$ cat src/rtl/pe_pad_loader.sv
// Sequences IPAD/WPAD fills from the Input/Weight rdyack streams for one Conf job, then holds Load_rdy.
// Write enables are combinational with the stream transfer; Load_rdy rises max(ilen,wlen)+1 cycles after Conf.
module pe_pad_loader #(
  parameter int IPADSIZE = 12,
  parameter int WPADSIZE = 24,
  parameter int IAW      = $clog2(IPADSIZE),
  parameter int WAW      = $clog2(WPADSIZE),
  parameter int ILW      = $clog2(IPADSIZE + 1),
  parameter int WLW      = $clog2(WPADSIZE + 1)
) (
  input  logic           i_clk,
  input  logic           i_rst,
  input  logic           Conf_rdy,
  output logic           Conf_ack,
  input  logic [ILW-1:0] i_ilen,
  input  logic [WLW-1:0] i_wlen,
  input  logic [IAW-1:0] i_ibase,
  input  logic [WAW-1:0] i_wbase,
  input  logic           Input_rdy,
  output logic           Input_ack,
  input  logic           Weight_rdy,
  output logic           Weight_ack,
  output logic           o_ip_write,
  output logic [IAW-1:0] o_ip_waddr,
  output logic           o_wp_write,
  output logic [WAW-1:0] o_wp_waddr,
  output logic           Load_rdy,
  input  logic           Load_ack,
  output logic           o_busy
);

  typedef enum logic [1:0] {
    IDLE = 2'd0,
    LOAD = 2'd1,
    DONE = 2'd2
  } state_e;

  localparam logic [ILW-1:0] ILEN_MAX   = ILW'(IPADSIZE);
  localparam logic [WLW-1:0] WLEN_MAX   = WLW'(WPADSIZE);
  localparam logic [IAW-1:0] IADDR_LAST = IAW'(IPADSIZE - 1);
  localparam logic [WAW-1:0] WADDR_LAST = WAW'(WPADSIZE - 1);
  localparam logic [IAW-1:0] IADDR_SIZE = IAW'(IPADSIZE);
  localparam logic [WAW-1:0] WADDR_SIZE = WAW'(WPADSIZE);

  state_e         state_q, state_d;
  logic [ILW-1:0] ilen_q, ilen_d;
  logic [WLW-1:0] wlen_q, wlen_d;
  logic [ILW-1:0] icnt_q, icnt_d;
  logic [WLW-1:0] wcnt_q, wcnt_d;
  logic [IAW-1:0] iaddr_q, iaddr_d;
  logic [WAW-1:0] waddr_q, waddr_d;

  logic           conf_ack_c;
  logic           in_ack_c;
  logic           wt_ack_c;
  logic           load_rdy_c;
  logic           in_xfer_c;
  logic           wt_xfer_c;
  logic [ILW-1:0] ilen_clamp_c;
  logic [WLW-1:0] wlen_clamp_c;
  logic [IAW-1:0] ibase_mod_c;
  logic [WAW-1:0] wbase_mod_c;

  // A base at or above the pad size needs only one subtraction: 2^AW < 2*SIZE.
  always_comb begin
    ilen_clamp_c = (int'(i_ilen) > IPADSIZE) ? ILEN_MAX : i_ilen;
    wlen_clamp_c = (int'(i_wlen) > WPADSIZE) ? WLEN_MAX : i_wlen;
    ibase_mod_c  = (int'(i_ibase) >= IPADSIZE) ? (i_ibase - IADDR_SIZE) : i_ibase;
    wbase_mod_c  = (int'(i_wbase) >= WPADSIZE) ? (i_wbase - WADDR_SIZE) : i_wbase;
  end

  always_comb begin
    state_d    = state_q;
    ilen_d     = ilen_q;
    wlen_d     = wlen_q;
    icnt_d     = icnt_q;
    wcnt_d     = wcnt_q;
    iaddr_d    = iaddr_q;
    waddr_d    = waddr_q;
    conf_ack_c = 1'b0;
    in_ack_c   = 1'b0;
    wt_ack_c   = 1'b0;
    load_rdy_c = 1'b0;
    in_xfer_c  = 1'b0;
    wt_xfer_c  = 1'b0;

    case (state_q)
      IDLE: begin
        conf_ack_c = 1'b1;
        if (Conf_rdy) begin
          ilen_d  = ilen_clamp_c;
          wlen_d  = wlen_clamp_c;
          iaddr_d = ibase_mod_c;
          waddr_d = wbase_mod_c;
          icnt_d  = '0;
          wcnt_d  = '0;
          if (ilen_clamp_c == '0 && wlen_clamp_c == '0) begin
            state_d = DONE;
          end else begin
            state_d = LOAD;
          end
        end
      end

      LOAD: begin
        in_ack_c  = (icnt_q < ilen_q);
        wt_ack_c  = (wcnt_q < wlen_q);
        in_xfer_c = Input_rdy && in_ack_c;
        wt_xfer_c = Weight_rdy && wt_ack_c;
        if (in_xfer_c) begin
          icnt_d  = icnt_q + ILW'(1);
          iaddr_d = (iaddr_q == IADDR_LAST) ? '0 : iaddr_q + IAW'(1);
        end
        if (wt_xfer_c) begin
          wcnt_d  = wcnt_q + WLW'(1);
          waddr_d = (waddr_q == WADDR_LAST) ? '0 : waddr_q + WAW'(1);
        end
        // Leave on the edge of the final transfer so DONE shows up the next cycle.
        if (icnt_d == ilen_q && wcnt_d == wlen_q) begin
          state_d = DONE;
        end
      end

      DONE: begin
        load_rdy_c = 1'b1;
        if (Load_ack) begin
          state_d = IDLE;
          icnt_d  = '0;
          wcnt_d  = '0;
        end
      end

      default: begin
        state_d = IDLE;
      end
    endcase
  end

  always_ff @(posedge i_clk) begin
    if (i_rst) begin
      state_q <= IDLE;
      ilen_q  <= '0;
      wlen_q  <= '0;
      icnt_q  <= '0;
      wcnt_q  <= '0;
      iaddr_q <= '0;
      waddr_q <= '0;
    end else begin
      state_q <= state_d;
      ilen_q  <= ilen_d;
      wlen_q  <= wlen_d;
      icnt_q  <= icnt_d;
      wcnt_q  <= wcnt_d;
      iaddr_q <= iaddr_d;
      waddr_q <= waddr_d;
    end
  end

  // Outputs are forced low for as long as reset is held, even before the state register clears.
  always_comb begin
    Conf_ack   = conf_ack_c && !i_rst;
    Input_ack  = in_ack_c && !i_rst;
    Weight_ack = wt_ack_c && !i_rst;
    o_ip_write = in_xfer_c && !i_rst;
    o_wp_write = wt_xfer_c && !i_rst;
    Load_rdy   = load_rdy_c && !i_rst;
    o_busy     = (state_q != IDLE) && !i_rst;
    o_ip_waddr = i_rst ? '0 : iaddr_q;
    o_wp_waddr = i_rst ? '0 : waddr_q;
  end

endmodule

$ cat config.mk
export PLATFORM = sky130hd
export DESIGN_NAME = pe_pad_loader
export DESIGN_NICKNAME = d
export VERILOG_FILES = /design/src/rtl/pe_pad_loader.sv
export SDC_FILE = /design/constraint.sdc
export NUM_CORES = 1
export LEC_CHECK = 0
export CAP_MARGIN = 25
export CORE_UTILIZATION = 50
export CTS_CLUSTER_SIZE = 25
export DETAILED_ROUTE_END_ITERATION = 10
export PLACE_DENSITY = 0.82
export SKIP_LAST_GASP = 1
export SYNTH_ARGS = -nofsm -noshare
export SYNTH_HDL_FRONTEND = slang
export SYNTH_SLANG_ARGS = --single-unit
$ cat constraint.sdc
create_clock -name i_clk -period 2.3 [get_ports i_clk]
set_input_delay 0.575 -clock i_clk [delete_from_list [all_inputs] [get_ports i_clk]]
set_output_delay 0.575 -clock i_clk [all_outputs]
set_load 0.01 [all_outputs]
# Yosys cells after proc, flatten, opt, wreduce, memory -nomap -nowiden
# Index checks and enable logic that the tools add are counted.
# totals
register_bits	29
out_inout_bits	16
elab_cells	88
# op_classes
addsub	6
magnitude_cmp	6
eq_ne	11
muxes	35
reduce_logical	23
# ops
op	count
two-way mux 5 bit	10
two-way mux 4 bit	10
case mux 5 bit (3 select lines)	1
case mux 4 bit (3 select lines)	1
AND reduction 3 bit	4
logical AND 1 bit	11
adder 5 x 1 -> 5 bit, second input constant	2
inequality test 2 bit, second input constant	5
case mux 5 bit (2 select lines)	1
adder 4 x 1 -> 4 bit, second input constant	2
two-way mux 2 bit	4
case mux 4 bit (2 select lines)	1
two-way mux 1 bit	6
case mux 2 bit (3 select lines)	1
equality test 5 bit	1
equality test 5 bit, second input constant	1
>= comparator 5 bit, second input constant	1
greater-than comparator 5 bit, second input constant	1
logical NOT 5 bit	1
less-than comparator 5 bit	1
subtractor 5 bit, second input constant	1
equality test 4 bit	1
equality test 4 bit, second input constant	1
>= comparator 4 bit, second input constant	1
other kinds (11)	12

# Logic depth before layout (Yosys ltp)
# Gate-level depths: netlist of run 1.
# logic_depth
word_depth	8
ltp_mapped	9
ltp_nobuf	8

# Least setup slack after synthesis of run 1
# No wires, ideal clock.
# synth_path
path_kind	flip-flop to output port
start	reg wlen_q[2]
end	out o_wp_write
t_arrival_ns	1.613
path_slack_ns	0.112
stages_incl_launch_ff	8
n_path_buf	1
path_cell_list	dfxtp_1 -> inv_1 -> ha_1 -> a21oi_1 -> o21ai_2 -> o41ai_4 -> buf_6 -> and2_1
# synth_between
elab_chain_cells	4
# synth_lines
element	line_no	rtl
from (decl)	47	logic [WLW-1:0] wlen_q, wlen_d;
from (signal assigned)	151	wlen_q <= wlen_d;
less-than comparator 5 bit	107	wt_ack_c = (wcnt_q < wlen_q);
logical AND 1 bit	109	wt_xfer_c = Weight_rdy && wt_ack_c;
two-way mux 1 bit	87	case (state_q)
logical AND 1 bit	165	o_wp_write = wt_xfer_c && !i_rst;
to (decl)	25	output logic o_wp_write,
# No other way between the ends.

# Worst setup path in the final report of run 1
# layout_path
start	reg ilen_q[1]
end	out o_ip_write
# layout_between
elab_chain_cells	4
# layout_lines
element	line_no	rtl
from (decl)	46	logic [ILW-1:0] ilen_q, ilen_d;
from (signal assigned)	150	ilen_q <= ilen_d;
less-than comparator 4 bit	106	in_ack_c = (icnt_q < ilen_q);
logical AND 1 bit	108	in_xfer_c = Input_rdy && in_ack_c;
two-way mux 1 bit	87	
logical AND 1 bit	164	o_ip_write = in_xfer_c && !i_rst;
to (decl)	23	output logic o_ip_write,
# No other way between the ends.

==> run_results.csv, run 1 <==
group,metric,value,unit
status,status,"finished, final reports clean",
detailed_routing,via_per_inst,5.71,
timing,period_needed,2280,ps
worst_setup_path,crit-reg2reg-launch,"wlen_q[1]$_SDFFE_PP0P_",
global_route,grt_overflow,0,
detailed_routing,drt_iter0_markers,187,
synthesis,synth_nets,306,
place,place_ws,-456,ps
detailed_routing,drc_errors,0,
power,ir_drop,377,uV
power,total_leakage_power,1.27,nW
synthesis,postSynthAreaPerCell,7.53,um^2
run,cap_viol_max_count,0,
power,power_frac_seq,0.362,
timing,fmax,439,MHz
worst_setup_path,ff2ff_setup_slack,120,ps
synthesis,synth_area,0.00204,mm^2
power,power_frac_clock,0.264,
timing,tightest_slew,373,ps
synthesis,synth_cell_types,45,
clock_network,insertion_delay,290,ps
final_layout,area_growth,43.2,%
detailed_routing,dr.pass1.iters,6,
die,dieArea,0.00434,mm^2
synthesis,async_flop_share,0,
final_layout,layout_common_cells,"43 x buf_4, 33 x nand2_1, 26 x dfxtp_1",
synthesis,synthCells,271,
die,core_area,0.00380,mm^2
synthesis,netlist.top_cell.by_area,"dfxtp_1",
detailed_routing,vias,2274,
worst_setup_path,cp-start-kind,"register",
worst_setup_path,worstSetupEndpoint,"o_ip_write",
synthesis,ys_seq_area_frac,0.284,
final_layout,final_nets,385,
clock_network,numCtsBuffers,5,
synthesis,ys_ff_latch,29,
timing,grt_setup_unrepaired,"yes",
clock_network,cts_tree,"built",
clock_network,numClockSinks,29,
worst_setup_path,cp.arrival,1700,ps
timing,fin_setup_tns,0,ps
final_layout,utilization,0.769,
die,chipWidth,65.9,um
clock_network,hold_buffers,0,
power,p_sw,0.000544,W
worst_hold_path,hold_path_class,"register to register",
synthesis,synth_edf_count,0,
worst_setup_path,path_cells,"inv_1 > ha_1 > o211ai_1 > o211ai_1 > nor2_2 > clkdlybuf4s15_2",
power,switching_share,0.335,
global_route,grt_pass1_wl,9450,um
worst_setup_path,cpPeakStageDelay,320,ps
worst_setup_path,crit_top_cell,"o211ai_1",
die,ios,40,
clock_network,cts_max_level,2,
clock_network,clk_pin_slew,50,ps
worst_setup_path,path_class,"register to output pin",
timing,finalHoldViolations,0,
timing,fin_ws,21.2,ps
place,portBuffers,39,
worst_setup_path,crit_start,"ilen_q[1]$_SDFFE_PP0P_",
worst_setup_path,critPathSlowestCell,"dfxtp_1",
die,start_util,0.537,
global_route,grt_pass1_vias,2151,
worst_setup_path,r2r_cells,9,
power,power_frac_comb,0.374,
timing,clock_skew,9.13,ps
timing,fin_crit_sh,0.991,
synthesis,synth.area.top_cells,"dfxtp_1 28%, ha_1 6.7%, a21oi_1 6.1%",
final_layout,antennaDiodeCount,0,
synthesis,yosysWarnings,0,
detailed_routing,wl_per_cell,14.4,um
worst_setup_path,required,1730,ps
place,placed_cell_area,0.00275,mm^2
final_layout,design_area,0.00292,mm^2
worst_setup_path,cp_max_fo,2,
die,fp.dieH,65.9,um
power,internal_power,0.00108,W
global_route,grt_use_total,0.288,
worst_setup_path,crit_path_end_kind,"output pin",
final_layout,drive_gt1_frac,0.243,
place,dp_hpwl,4180,um
global_route,antenna_found_initial,0,
clock_network,cts_max_path_buffers,2,
synthesis,synth_top_area_share,0.284,
synthesis,synth_ff_type,"dfxtp_1",
global_route,grt_max_degree,16,
timing,holdWs,484,ps
power,p_per_area,556,mW/mm^2
detailed_routing,wl,5740,um
die,num_rows,22,
timing,setup_viol,0,
place,gp_congestion,0.836,
timing,drv_slew,0,
clock_network,cts-root-buf,"clkbuf_8",
worst_setup_path,r2r_end,"state_q[1]$_SDFFE_PP0P_",
final_layout,layout_commonest_cell,"buf_4",
timing,relSlewSlack,0.750,
detailed_routing,antenna_left,0,
per-layer routing:
metal	track usage	vias up	wire length [um]
li1	-	1117	-
met1	0.342	1046	2390
met2	0.494	94	2820
met3	0.0552	17	350
met4	0.130	0	186
met5	0	-	0
worst max-delay path: cells and delay by family, from the launching register on:
family                   cells  cell delay (ps)
AND/OR/NAND/NOR              1              170
buffers and inverters        2              280
adder cells (fa/ha/maj)      1              290
AO/OA/AOI/OAI                2              360
flip-flops                   1              320
state kept, by name, summed over array words and instances, names as in the netlist:
register / count
waddr_q: 5
wcnt_q: 5
wlen_q: 5
iaddr_q: 4
icnt_q: 4
ilen_q: 4
state_q: 2
worst min-delay path by stage:
stage,start,to,slack [ps],depth (start not counted)
floorplan,ilen_q[0]$_SDFFE_PP0P_,ilen_q[0]$_SDFFE_PP0P_,450,2
global placement,ilen_q[0]$_SDFFE_PP0P_,ilen_q[0]$_SDFFE_PP0P_,470,2
detailed placement,ilen_q[0]$_SDFFE_PP0P_,ilen_q[0]$_SDFFE_PP0P_,480,2
CTS,ilen_q[0]$_SDFFE_PP0P_,ilen_q[0]$_SDFFE_PP0P_,490,2
global route,ilen_q[0]$_SDFFE_PP0P_,ilen_q[0]$_SDFFE_PP0P_,520,2
finish,ilen_q[0]$_SDFFE_PP0P_,ilen_q[0]$_SDFFE_PP0P_,480,2
through the flow:
stage / cells / power, W
after floorplan: 271 / 0.000935
after global placement: 385 / 0.00117
after detailed placement: 385 / 0.00118
after CTS: 395 / 0.00161
after global routing: 398 / 0.00172
final: 398 / 0.00162
Yosys cell counts (2+ instances only):
master and number:
a311oi_1 4, and2_1 2, a31oi_1 3, mux2_2 2, nor2b_1 13, inv_1 11, nand3_1 13, nand2_1 33
o21ai_0 16, xnor2_1 10, a22o_1 2, buf_2 2, o21ai_1 2, ha_1 11, nand2b_1 5, xor2_1 2
nor3_1 8, a211oi_1 6, nor4_1 3, clkbuf_1 11, dfxtp_1 29, o211ai_1 2, nor3b_1 4, mux2i_1 2
nand3b_1 4, nor2_1 22, a21o_1 5, or2_2 2, a21oi_1 25, and3_1 2
power groups by stage:
stage          Clock, W  Combinational, W  Sequential (W)
2_1_floorplan         0          0.000342        0.000593
3_3_place_gp          0          0.000573        0.000595
3_5_place_dp          0          0.000588        0.000596
4_1_cts        0.000433          0.000593        0.000587
5_1_grt        0.000460          0.000662        0.000595
6_report       0.000428          0.000607        0.000589
cell type report:
| type | count | area [um^2] |
|---|---|---|
| clock buffers | 7 | 86.3 |
| fillers | 290 | 877 |
| inverters | 11 | 41.3 |
| multi-input cells | 217 | 1410 |
| flip-flops and latches | 29 | 584 |
| well taps | 48 | 60.1 |
| repair buffers | 86 | 744 |
kinds of logic (layout without fill, tap and decap cells):
family	after synthesis	count (layout)	share of synthesized area
simple gates	116	116	0.289
compound gates	74	74	0.236
flops	29	29	0.284
buf+inv	25	104	0.0509
xor+xnor	12	12	0.0515
fa+ha+maj	11	11	0.0674
mux	4	4	0.0208
timing repair:
| item | CTS | global route |
|---|---|---|
| resized for setup | 33 | 22 |
| setup endpoints to repair | 17 | 15 |
| pin swaps | 7 | 7 |
| buffers inserted | 3 | 2 |
| gates cloned | 1 | 1 |
(Power assumes the default switching activity.)
==> inputs of run 2 (changes only) <==
--- a/config.mk
+++ b/config.mk
@@ -9,6 +9,7 @@
 export CORE_UTILIZATION = 50
 export CTS_CLUSTER_SIZE = 25
 export DETAILED_ROUTE_END_ITERATION = 10
+export GPL_ROUTABILITY_DRIVEN = 1
 export PLACE_DENSITY = 0.82
 export SKIP_LAST_GASP = 1
 export SYNTH_ARGS = -nofsm -noshare
==> results of run 2 <==
Same layout as run 1: the final DEF is identical, and so are final timing and power.
